[config.mk]
export PLATFORM = sky130hd
export DESIGN_NAME = ni_minbd
export DESIGN_NICKNAME = d
export VERILOG_FILES = /design/src/rtl/ni_minbd.sv
export SDC_FILE = /design/constraint.sdc
export NUM_CORES = 1
export LEC_CHECK = 0
export CORE_ASPECT_RATIO = 1.4
export CORE_MARGIN = 2
export CORE_UTILIZATION = 60
export DETAILED_ROUTE_END_ITERATION = 10
export PLACE_DENSITY = 0.95
export SYNTH_ARGS = -nofsm -noshare
export SYNTH_HDL_FRONTEND = slang
export SYNTH_SLANG_ARGS = --single-unit
[constraint.sdc]
create_clock -name clk -period 7.85 [get_ports clk]
set_input_delay 1.57 -clock clk [delete_from_list [all_inputs] [get_ports clk]]
set_output_delay 1.57 -clock clk [all_outputs]
set_load 0.02 [all_outputs]
[src/rtl/ni_minbd.sv]
// Node-side network interface for a minBD router: injection queue with grant/retry FSM, dual-write ejection FIFO.
// Optional statistics counters are built when NI_STATS_EN is defined; otherwise inj_cnt/ej_cnt/retry_cnt read 0.

`ifndef WIDTH_FLIT_EXT
`define WIDTH_FLIT_EXT 40
`endif
`ifndef FLIT_EXT_VLD_BIT
`define FLIT_EXT_VLD_BIT 39
`endif
`ifndef FLIT_EXT_GOLDEN_BIT
`define FLIT_EXT_GOLDEN_BIT 38
`endif

module ni_minbd #(
    parameter int INJ_DEPTH = 4,
    parameter int EJ_DEPTH  = 8,
    parameter int GNT_LAT   = 2,
    parameter int CNT_W     = 16
) (
    input  logic                          clk,
    input  logic                          rst,
    input  logic                          inj_valid,
    output logic                          inj_ready,
    input  logic [`WIDTH_FLIT_EXT-1:0]    inj_flit,
    output logic [`WIDTH_FLIT_EXT-1:0]    din_l,
    input  logic                          local_inject_gnt,
    input  logic [`WIDTH_FLIT_EXT-1:0]    dout_l_1,
    input  logic [`WIDTH_FLIT_EXT-1:0]    dout_l_2,
    output logic                          ej_valid,
    input  logic                          ej_ready,
    output logic [`WIDTH_FLIT_EXT-1:0]    ej_flit,
    output logic                          ej_overflow,
    output logic [CNT_W-1:0]              inj_cnt,
    output logic [CNT_W-1:0]              ej_cnt,
    output logic [CNT_W-1:0]              retry_cnt,
    output logic [1:0]                    o_dbg_state,
    output logic [$clog2(INJ_DEPTH):0]    o_dbg_inj_count,
    output logic [$clog2(EJ_DEPTH):0]     o_dbg_ej_count
);

    localparam int FW    = `WIDTH_FLIT_EXT;
    localparam int VB    = `FLIT_EXT_VLD_BIT;
    localparam int GB    = `FLIT_EXT_GOLDEN_BIT;
    localparam int IAW   = $clog2(INJ_DEPTH);
    localparam int EAW   = $clog2(EJ_DEPTH);
    localparam int LAT_W = (GNT_LAT > 1) ? $clog2(GNT_LAT) : 1;

    localparam logic [IAW:0]       INJ_FULL = (IAW+1)'(INJ_DEPTH);
    localparam logic [EAW:0]       EJ_FULL  = (EAW+1)'(EJ_DEPTH);
    localparam logic [LAT_W-1:0]   LAT_INIT = LAT_W'(GNT_LAT - 1);

    typedef enum logic [1:0] {
        S_IDLE    = 2'd0,
        S_PRESENT = 2'd1,
        S_WAIT    = 2'd2
    } state_t;

    // ---------------- injection FIFO ----------------
    logic [FW-1:0]    r_inj_mem [INJ_DEPTH];
    logic [IAW-1:0]   r_inj_wp;
    logic [IAW-1:0]   r_inj_rp;
    logic [IAW:0]     r_inj_count;
    logic             r_alive;
    logic [FW-1:0]    w_inj_wdata;
    logic [FW-1:0]    w_inj_head;
    logic             w_inj_push;
    logic             w_inj_pop;
    logic             w_retry;

    // Core-side vld/golden are meaningless here; store them cleared so the held payload is clean.
    always_comb begin
        w_inj_wdata     = inj_flit;
        w_inj_wdata[VB] = 1'b0;
        w_inj_wdata[GB] = 1'b0;
    end

    assign w_inj_head = r_inj_mem[r_inj_rp];
    assign inj_ready  = r_alive && (r_inj_count != INJ_FULL);
    assign w_inj_push = inj_valid && inj_ready;

    always_ff @(posedge clk) begin
        if (w_inj_push) begin
            r_inj_mem[r_inj_wp] <= w_inj_wdata;
        end
    end

    always_ff @(posedge clk) begin
        if (rst) begin
            r_alive     <= 1'b0;
            r_inj_wp    <= '0;
            r_inj_rp    <= '0;
            r_inj_count <= '0;
        end else begin
            r_alive <= 1'b1;
            if (w_inj_push) begin
                r_inj_wp <= r_inj_wp + 1'b1;
            end
            if (w_inj_pop) begin
                r_inj_rp <= r_inj_rp + 1'b1;
            end
            case ({w_inj_push, w_inj_pop})
                2'b10:   r_inj_count <= r_inj_count + 1'b1;
                2'b01:   r_inj_count <= r_inj_count - 1'b1;
                default: r_inj_count <= r_inj_count;
            endcase
        end
    end

    // ---------------- inject FSM ----------------
    state_t           r_state;
    state_t           w_state_nxt;
    logic [LAT_W-1:0] r_lat;
    logic [LAT_W-1:0] w_lat_nxt;
    logic [FW-1:0]    r_din_hold;

    always_ff @(posedge clk) begin
        if (rst) begin
            r_state    <= S_IDLE;
            r_lat      <= '0;
            r_din_hold <= '0;
        end else begin
            r_state <= w_state_nxt;
            r_lat   <= w_lat_nxt;
            if (r_state == S_PRESENT) begin
                r_din_hold <= w_inj_head;
            end
        end
    end

    // The grant is only meaningful on the single cycle GNT_LAT after presentation.
    always_comb begin
        w_state_nxt = r_state;
        w_lat_nxt   = r_lat;
        w_inj_pop   = 1'b0;
        w_retry     = 1'b0;
        case (r_state)
            S_IDLE: begin
                if (r_inj_count != '0) begin
                    w_state_nxt = S_PRESENT;
                end
            end
            S_PRESENT: begin
                w_lat_nxt   = LAT_INIT;
                w_state_nxt = S_WAIT;
            end
            S_WAIT: begin
                if (r_lat != '0) begin
                    w_lat_nxt = r_lat - 1'b1;
                end else if (local_inject_gnt) begin
                    w_inj_pop   = 1'b1;
                    w_state_nxt = ((r_inj_count > (IAW+1)'(1)) || w_inj_push) ? S_PRESENT : S_IDLE;
                end else begin
                    w_retry     = 1'b1;
                    w_state_nxt = S_PRESENT;
                end
            end
            default: begin
                w_state_nxt = S_IDLE;
            end
        endcase
    end

    always_comb begin
        din_l = r_din_hold;
        if (r_state == S_PRESENT) begin
            din_l     = w_inj_head;
            din_l[VB] = 1'b1;
        end
    end

    assign o_dbg_state     = r_state;
    assign o_dbg_inj_count = r_inj_count;

    // ---------------- ejection FIFO ----------------
    logic [FW-1:0]    r_ej_mem [EJ_DEPTH];
    logic [EAW-1:0]   r_ej_wp;
    logic [EAW-1:0]   r_ej_rp;
    logic [EAW:0]     r_ej_count;
    logic             r_ej_overflow;
    logic [EAW:0]     w_ej_free;
    logic             w_l1_v;
    logic             w_l2_v;
    logic             w_wr1;
    logic             w_wr2;
    logic [1:0]       w_nwr;
    logic [EAW-1:0]   w_wr2_idx;
    logic             w_ej_pop;
    logic             w_drop;

    // Room is judged on the start-of-cycle count; a same-cycle pop never makes space.
    assign w_ej_free = EJ_FULL - r_ej_count;
    assign w_l1_v    = dout_l_1[VB];
    assign w_l2_v    = dout_l_2[VB];
    assign w_wr1     = w_l1_v && (w_ej_free != '0);
    assign w_wr2     = w_l2_v && (w_l1_v ? (w_ej_free >= (EAW+1)'(2)) : (w_ej_free != '0));
    assign w_nwr     = {1'b0, w_wr1} + {1'b0, w_wr2};
    assign w_wr2_idx = w_wr1 ? (r_ej_wp + 1'b1) : r_ej_wp;
    assign w_drop    = (w_l1_v && !w_wr1) || (w_l2_v && !w_wr2);
    assign ej_valid  = (r_ej_count != '0);
    assign w_ej_pop  = ej_valid && ej_ready;
    assign ej_flit   = ej_valid ? r_ej_mem[r_ej_rp] : '0;

    always_ff @(posedge clk) begin
        if (w_wr1) begin
            r_ej_mem[r_ej_wp] <= dout_l_1;
        end
        if (w_wr2) begin
            r_ej_mem[w_wr2_idx] <= dout_l_2;
        end
    end

    always_ff @(posedge clk) begin
        if (rst) begin
            r_ej_wp       <= '0;
            r_ej_rp       <= '0;
            r_ej_count    <= '0;
            r_ej_overflow <= 1'b0;
        end else begin
            r_ej_wp    <= r_ej_wp + EAW'(w_nwr);
            r_ej_count <= r_ej_count + (EAW+1)'(w_nwr) - (EAW+1)'(w_ej_pop);
            if (w_ej_pop) begin
                r_ej_rp <= r_ej_rp + 1'b1;
            end
            if (w_drop) begin
                r_ej_overflow <= 1'b1;
            end
        end
    end

    assign ej_overflow    = r_ej_overflow;
    assign o_dbg_ej_count = r_ej_count;

    // ---------------- statistics ----------------
`ifdef NI_STATS_EN
    logic [CNT_W-1:0] r_stat_inj;
    logic [CNT_W-1:0] r_stat_ej;
    logic [CNT_W-1:0] r_stat_retry;
    logic [CNT_W:0]   w_ej_sum;

    assign w_ej_sum = {1'b0, r_stat_ej} + (CNT_W+1)'(w_nwr);

    always_ff @(posedge clk) begin
        if (rst) begin
            r_stat_inj   <= '0;
            r_stat_ej    <= '0;
            r_stat_retry <= '0;
        end else begin
            if (w_inj_pop && (r_stat_inj != '1)) begin
                r_stat_inj <= r_stat_inj + 1'b1;
            end
            if (w_retry && (r_stat_retry != '1)) begin
                r_stat_retry <= r_stat_retry + 1'b1;
            end
            r_stat_ej <= w_ej_sum[CNT_W] ? '1 : w_ej_sum[CNT_W-1:0];
        end
    end

    assign inj_cnt   = r_stat_inj;
    assign ej_cnt    = r_stat_ej;
    assign retry_cnt = r_stat_retry;
`else
    assign inj_cnt   = '0;
    assign ej_cnt    = '0;
    assign retry_cnt = '0;
`endif

endmodule

==> results.yml, run 1 <==
timing:
  period_share_pct: 63.1
  tns_ps: 0
  finalHoldViolations: 0
  setup_viol: 0
  drv_slew: 0
  rsz0062_at_grt: "false"
  fin_crit_ps: 4950
  slew_headroom_pct: 24.5
  fmax_mhz: 202
  clock_skew_ps: 30.9
  tightest_slew_ps: 1130
pwr:
  intPower_mw: 6.62
  p_total_mw: 9.78
  p_leak_nw: 9.80
  swShare_pct: 32.4
  p_sw_mw: 3.17
  p_per_area_nw_per_um2: 336
  pwr-share-clk_pct: 24.3
  comb_power_share_pct: 35.6
  vdd_drop_max_mv: 0.289
  seq_power_share_pct: 40.1
synthesis:
  synth_top_family_by_area: "multiplexers"
  avgSynthCellArea_um2: 17.4
  syn_inst: 1434
  yosys.area.top_type_share_pct: 56.7
  synth_top_cell_by_area: "edfxtp_1"
  synth-edff-count: 472
  synthAdderAreaFrac_pct: 1.41
  ys_seq_area_share_pct: 61.9
  synth-xor-area-share_pct: 0.491
  ys_async_sr_fraction_pct: 0
  synth_cell_type_count: 51
  yosysWarnings: 0
  ys.flop_type: "edfxtp_1"
  synth_area_leaders: "edfxtp_1, mux2_2, mux4_2"
  synth_compound_gate_area_share_pct: 1.19
  synth-seq-cells: 537
  synth.mux.area_fraction_pct: 28.7
  syn_area_um2: 25000
  yosys.area_share.simple_pct: 2.72
global_route:
  track_usage_pct: 27.3
  first_global_vias: 15100
  grt_pass1_wl_um: 88500
  grt_antenna_before_repair: 6
  grt_max_degree: 42
  grt-ovfl-total: 0
placement:
  place_area_um2: 27500
  port-buffer-count: 213
  place_congestion: 0.804
  hpwl_um: 33600
run_status:
  status: "completed"
critical_path:
  path_max_fanout: 41
  crit_path_end_kind: "primary output"
  cp.required_ps: 6280
  r2r_cells: 14
  start_kind: "register"
  cp_data_arrival_time_ps: 3380
  criticalPathCategory: "register to primary output"
clock_tree:
  root_buffer: "clkbuf_16"
  cts_buffer_depth: 3
  cts_setup_buffers: 0
  clock_sinks: 537
  cts-htree-levels: 2
  clkLatencyLatePin_ps: 590
  cts_hold_buf: 0
  clk_pin_slew_ps: 70
  cts_made_buffers: 50
  cts_resized: 0
  cts_tree: "done"
routing:
  num_vias: 13900
  routed-wl-met3_um: 5430
  drc: 0
  ant_nets: 0
  wl_met2_um: 30700
  wire_per_inst_um: 26.5
  met1Wirelength_um: 19800
  drt_iter0_drc: 1215
  viasPerCell: 6.28
  routed_wl_um: 58800
  dr.pass1.iters: 5
  routed.top_layer: "met5"
layout:
  final_util_pct: 70.8
  synthToLayoutAreaGrowth_pct: 16.7
  mostFrequentLayoutCell: "edfxtp_1"
  seqCellArea_um2: 15500
  finalInstanceArea_um2: 29100
  multi_input_area_um2: 8940
  nNetsFinal: 1788
  final_cell_mix: "edfxtp_1, mux2_2, clkdlybuf4s50_1"
  fillers: 2354
  drive_gt1_share_pct: 33.7
floorplanning:
  initial_core_util_pct: 60.7
  rows: 88
  fp.dieArea_um2: 43300
  die_w_um: 176
  io_pins: 265
  die_h_um: 245
  coreArea_um2: 41200
worst_hold_path:
  hold_path.class: "register to register"
  min_delay_path_depth: 2
job:
  cap_violations: 0
[cell type report]
type,count,share of cell area [%]
multi-input combinational,779,30.7
clock inverter,32,0.940
tap,540,2.32
sequential,537,53.1
clock buffer,61,4.58
timing repair buffer,237,7.93
antenna,3,0.0258
inverter,31,0.399
[worst max-delay path: stages, from the launching register on]
cell and delay [ps]:
dfxtp_4 760, buf_4 650, mux4_2 500, mux2i_1 190
nor2_1 70, clkdlybuf4s50_1 590
[state kept, by name, summed over array words and instances (netlist names), 3 cells and up, named ones only]
signal / count
r_ej_mem: 320
o_dbg_ej_count: 4
r_inj_mem: 152
o_dbg_inj_count: 3
r_din_hold: 38
r_ej_wp: 3
r_ej_rp: 3
[Yosys cell counts (2+ instances only)]
cell and number:
edfxtp_1 472, nand2b_1 2, ha_1 25, o21bai_1 5, mux4_2 118, mux2_1 30
buf_1 11, a21o_1 3, dfxtp_1 65, inv_1 29, xor2_1 6, or3_1 2
nand2_1 11, o21a_1 2, and3_1 6, buf_6 4, nor2b_1 3, mux2i_1 43
a32o_1 2, o21ai_0 6, fa_1 2, and2_1 40, mux2_2 281, clkbuf_1 41
o31ai_1 2, a21oi_1 5, xnor2_1 8, a211oi_1 2, buf_2 29, mux2_4 39
nor2_1 62, buf_4 50, o21ai_1 2, nor3_1 5, inv_2 2, nand3_1 4
[worst paths after layout]
path,slack [ps],end,from
max,2900,ej_flit[10],register
min reg2reg,500,ej_overflow,ej_overflow
min,500,ej_overflow,ej_overflow
max reg2reg,3940,o_dbg_ej_count[2],o_dbg_ej_count[0]
[per-stage QoR]
stage	hold WS (ps)	setup WS [ps]	cells
finish	497	2900	2220
floorplan	484	2140	1482
CTS	497	2840	2217
global route	513	2720	2218
detailed placement	480	2880	2124
global placement	461	2990	2124
[per-layer routing]
metal,vias to the layer above,track usage [%]
met3,190,6.52
met1,7020,30.5
met5,-,0
li1,5925,-
met2,803,48.6
met4,6,13.8
[power groups by stage]
stage / clock network [mW] / registers, mW / logic (mW)
3_3_place_gp: 0 / 3.91 / 3.34
4_1_cts: 2.41 / 3.91 / 3.49
3_5_place_dp: 0 / 3.96 / 3.43
5_1_grt: 2.50 / 3.95 / 3.67
2_1_floorplan: 0 / 3.90 / 2.21
6_report: 2.38 / 3.92 / 3.48
[cell families (layout without fill, tap and decap cells)]
family | Yosys count | in the layout
simple gates | 138 | 138
other cells | 1 | 52
mux | 511 | 511
compound gates | 40 | 40
buf+inv | 166 | 361
flops | 537 | 537
fa+ha+maj | 27 | 27
xor+xnor | 14 | 14
Note: power is estimated with default switching activity, not from simulation.
==> inputs of run 2 (changes only) <==
--- a/config.mk
+++ b/config.mk
@@ -7,9 +7,9 @@
 export LEC_CHECK = 0
 export CORE_ASPECT_RATIO = 1.4
 export CORE_MARGIN = 2
-export CORE_UTILIZATION = 60
+export CORE_UTILIZATION = 52
 export DETAILED_ROUTE_END_ITERATION = 10
-export PLACE_DENSITY = 0.95
+export PLACE_DENSITY = 0.89
 export SYNTH_ARGS = -nofsm -noshare
 export SYNTH_HDL_FRONTEND = slang
 export SYNTH_SLANG_ARGS = --single-unit
==> constraint.sdc (replaced) <==
create_clock -name clk -period 4.5 [get_ports clk]
set_input_delay 0.9 -clock clk [delete_from_list [all_inputs] [get_ports clk]]
set_output_delay 0.9 -clock clk [all_outputs]
set_load 0.02 [all_outputs]
==> run 2 against run 1 <==
Combinational power grew 78%. Largest cell class unchanged. Total power grew 74%. First-iteration DRC count shrank 18%. Cell count grew 4.2%. Largest power group unchanged. Sequential share of layout area shrank 0.52 points. Count of clock-buffer cells in the layout grew 1. Sequential power grew 74%. Clock skew grew 2.0 ps. Worst setup slack lost 2400 ps. Wire length shrank 1.5%.
==> results.yml, run 2 (synthesized netlist as in run 1, its figures left out) <==
critical_path:
  criticalPathCategory: "register to primary output"
  crit_path_end_kind: "primary output"
  start_kind: "register"
  cp_data_arrival_time_ps: 3090
  path_max_fanout: 42
  cp.required_ps: 3600
timing:
  period_share_pct: 88.6
  fin_crit_ps: 3990
  hold_slack_ps: 511
  tns_ps: 0
  finalHoldViolations: 0
  setup_viol: 0
  drv_slew: 0
  tightest_slew_ps: 1110
  clock_skew_ps: 33.0
  final.setup.worst_slack_ps: 512
  rsz0062_at_grt: "false"
  slew_headroom_pct: 26.1
  fmax_mhz: 251
pwr:
  p_total_mw: 17.1
  vdd_drop_max_mv: 0.437
  p_per_area_nw_per_um2: 580
  p_leak_nw: 9.86
floorplanning:
  die_h_um: 263
  initial_core_util_pct: 52.3
  die_w_um: 189
  fp.dieArea_um2: 49800
  rows: 95
  io_pins: 265
  coreArea_um2: 47800
clock_tree:
  cts_setup_buffers: 0
  clock_sinks: 537
  cts-htree-levels: 2
  clk_pin_slew_ps: 60
  cts_buffer_depth: 3
  root_buffer: "clkbuf_16"
  cts_resized: 0
  cts_tree: "done"
  cts_made_buffers: 50
  cts_hold_buf: 0
  clkLatencyLatePin_ps: 600
routing:
  dr.pass1.iters: 5
  num_vias: 13600
  wire_per_inst_um: 25.0
  drt_iter0_drc: 1001
  drc: 0
  viasPerCell: 5.89
  routed_wl_um: 58000
  ant_nets: 0
layout:
  final_cells: 2314
  mostFrequentLayoutCell: "edfxtp_1"
  largestRegisters: "r_ej_mem x320, r_inj_mem x152, r_din_hold x38"
  nNetsFinal: 1797
  finalInstanceArea_um2: 29400
  synthToLayoutAreaGrowth_pct: 17.8
  largest_reg_flops: 320
  fillers: 3265
  final_util_pct: 61.6
  n_antenna_cell: 0
  drive_gt1_share_pct: 33.7
  seqCellArea_um2: 15500
  multi_input_area_um2: 8940
  top_register: "r_ej_mem"
  final_cell_mix: "edfxtp_1, mux2_2, clkdlybuf4s50_1"
global_route:
  track_usage_pct: 23.2
  grt_max_degree: 43
  first_global_vias: 14800
  grt_pass1_wl_um: 86800
  grt_antenna_before_repair: 2
  grt-ovfl-total: 0
placement:
  place_area_um2: 27900
  dp.cells: 2223
  place_congestion: 0.828
  post-place-ws_ps: 205
  hpwl_um: 34500
  port-buffer-count: 213
job:
  cap_violations: 0
run_status:
  status: "completed"
worst_hold_path:
  hold_path.class: "register to register"
run 2: path summary, 6_finish.rpt:
| path | startpoint | endpoint | slack, ps | cells after the start |
|---|---|---|---|---|
| worst max register to register | o_dbg_ej_count[0] | o_dbg_ej_count[2] | 680 | 14 |
| worst max-delay path | register | ej_flit[2] | 510 | 5 |
| worst min register to register | ej_overflow | ej_overflow | 510 | 2 |
| worst min-delay path | ej_overflow | ej_overflow | 510 | 2 |
run 2: worst max-delay path: stages (launching register included):
cell and delay [ps]:
dfxtp_4 650, buf_12 400, mux4_2 560, mux2i_1 210, nor2_1 70, clkdlybuf4s50_1 560
run 2: final cells by class:
cell class | instances | share of cell area, %
sequential | 537 | 52.6
timing repair buffer | 246 | 8.68
inverter | 31 | 0.395
tap | 630 | 2.68
clock inverter | 29 | 0.786
multi-input combinational | 779 | 30.4
clock buffer | 62 | 4.47
run 2: per-layer routing:
layer | wire (um) | part of all wire, % | GRT usage [%] | vias to the layer above
li1 | - | - | - | 5924
met1 | 20200 | 35 | 25.6 | 6994
met2 | 31300 | 54 | 42.8 | 566
met3 | 4570 | 7.9 | 5.80 | 137
met4 | 1860 | 3.2 | 8.30 | 4
met5 | 23 | 0.040 | 0 | -
run 2: where the power goes:
part | internal, mW | leakage (nW) | switching (mW) | total, mW
Clock | 2.21 | 0.750 | 1.85 | 4.06
Combinational | 2.88 | 4.27 | 3.30 | 6.19
Sequential | 6.47 | 4.83 | 0.353 | 6.82
Total | 11.6 | 9.86 | 5.51 | 17.1
==> inputs of run 3 (changes only) <==
--- a/config.mk
+++ b/config.mk
@@ -9,7 +9,7 @@
 export CORE_MARGIN = 2
 export CORE_UTILIZATION = 52
 export DETAILED_ROUTE_END_ITERATION = 10
-export PLACE_DENSITY = 0.89
+export PLACE_DENSITY = 0.87
 export SYNTH_ARGS = -nofsm -noshare
 export SYNTH_HDL_FRONTEND = slang
 export SYNTH_SLANG_ARGS = --single-unit
==> run 3 against run 2 <==
First-iteration DRC count rose by 13%. Die area did not move. Sequential share of layout area fell by 0.32 points. Design area rose by 0.62%. Critical path type unchanged.
==> results.yml, run 3 (synthesized netlist as in run 1, its figures left out) <==
floorplanning:
  fp.dieArea_um2: 49800
  die_w_um: 189
  io_pins: 265
  die_h_um: 263
  initial_core_util_pct: 52.3
  coreArea_um2: 47800
  rows: 95
critical_path:
  criticalPathCategory: "register to primary output"
  crit_family: "buffers and inverters"
  slowest_delay_ps: 840
  slowest_stage: "and2_2"
  start_kind: "register"
  crit_chain: "inv_1 > ha_1 > and2_2 > buf_4 > nor2_1 > clkdlybuf4s50_1"
  cp.required_ps: 3600
  path_max_fanout: 28
  worst-path-buf-inv: 3
  crit_path_end_kind: "primary output"
  cp_data_arrival_time_ps: 3100
timing:
  rsz0062_at_grt: "false"
  period_share_pct: 88.9
  finalHoldViolations: 0
  fin_crit_ps: 4000
  fmax_mhz: 250
  tns_ps: 0
  clock_skew_ps: 32.7
  tightest_slew_ps: 1180
  drv_slew: 0
  slew_headroom_pct: 21.3
  setup_viol: 0
layout:
  final_cell_mix: "edfxtp_1, mux2_2, clkdlybuf4s50_1"
  largest_reg_flops: 320
  largestRegisters: "r_ej_mem x320, r_inj_mem x152, r_din_hold x38"
  synthToLayoutAreaGrowth_pct: 18.6
  drive_gt1_share_pct: 34.5
  top_register: "r_ej_mem"
  mostFrequentLayoutCell: "edfxtp_1"
  nNetsFinal: 1803
  final_util_pct: 62.0
clock_tree:
  clkLatencyLatePin_ps: 610
  cts_hold_buf: 0
  clock_sinks: 537
  cts_tree: "done"
  cts_setup_buffers: 0
  cts-htree-levels: 2
  root_buffer: "clkbuf_16"
  cts_made_buffers: 49
  cts_buffer_depth: 3
  cts_resized: 0
  clk_pin_slew_ps: 70
global_route:
  track_usage_pct: 23.5
  first_global_vias: 15100
  grt_max_degree: 41
  grt_antenna_before_repair: 2
  grt_pass1_wl_um: 88500
  grt-ovfl-total: 0
worst_hold_path:
  hold_path.class: "register to register"
placement:
  hpwl_um: 34200
  place_congestion: 0.804
  port-buffer-count: 213
routing:
  drc: 0
  drt_iter0_drc: 1127
  ant_nets: 0
  dr.pass1.iters: 5
  wire_per_inst_um: 25.1
  num_vias: 13700
  viasPerCell: 5.91
  routed_wl_um: 58400
pwr:
  vdd_drop_max_mv: 0.425
  p_per_area_nw_per_um2: 590
  p_leak_nw: 9.98
job:
  cap_violations: 0
run_status:
  status: "completed"
-- run 3: changes by cell type in the layout (fill, tap and decap cells not counted), sizes merged --
cell and change:
bufinv +6, inv +1, clkinv -13, buf +7
diode +1, clkbuf +7, clkinvlp -1
-- run 3: per-stage QoR --
stage	total power, mW	hold slack (ps)	instance area [um^2]	std cells	worst slack [ps]
2_1_floorplan	10.6	484	25200	1482	484
3_3_place_gp	12.8	455	27900	2230	385
3_5_place_dp	13.0	476	27900	2230	307
4_1_cts	17.6	494	29600	2321	385
5_1_grt	18.1	520	29600	2321	338
6_report	17.5	496	29600	2322	501
-- run 3: layout make-up --
| type | instances | area [um^2] |
|---|---|---|
| diodes | 1 | 2.50 |
| clock buffers | 69 | 1390 |
| clock inverters | 22 | 347 |
| fillers | 3257 | 18200 |
| inverters | 31 | 116 |
| multi-input cells | 779 | 8940 |
| flip-flops and latches | 537 | 15500 |
| well taps | 630 | 788 |
| repair buffers | 253 | 2540 |
-- run 3: path summary, 6_finish.rpt --
kind	startpoint	depth (start not counted)	slack (ps)	to
min reg2reg	ej_overflow	2	500	ej_overflow
max	o_dbg_ej_count[1]	6	500	ej_flit[15]
max reg2reg	o_dbg_ej_count[0]	14	810	o_dbg_ej_count[2]
min	ej_overflow	2	500	ej_overflow
-- run 3: power by group --
part / internal (mW) / leakage (nW) / switching, mW
registers: 6.47 / 4.83 / 0.329
clock network: 2.63 / 0.853 / 1.85
logic: 2.88 / 4.29 / 3.32
-- run 3: per-layer routing --
layer / wire (um) / global-route usage, %
met5: 23 / 0
met4: 1860 / 8.61
met3: 4740 / 6.03
met2: 31400 / 43.0
met1: 20300 / 26.2
-- run 3: worst min-delay path, cell delays in order, from the launching register on --
cell and delay [ps]:
dfxtp_1 350, a21oi_1 50, nor2_1 70
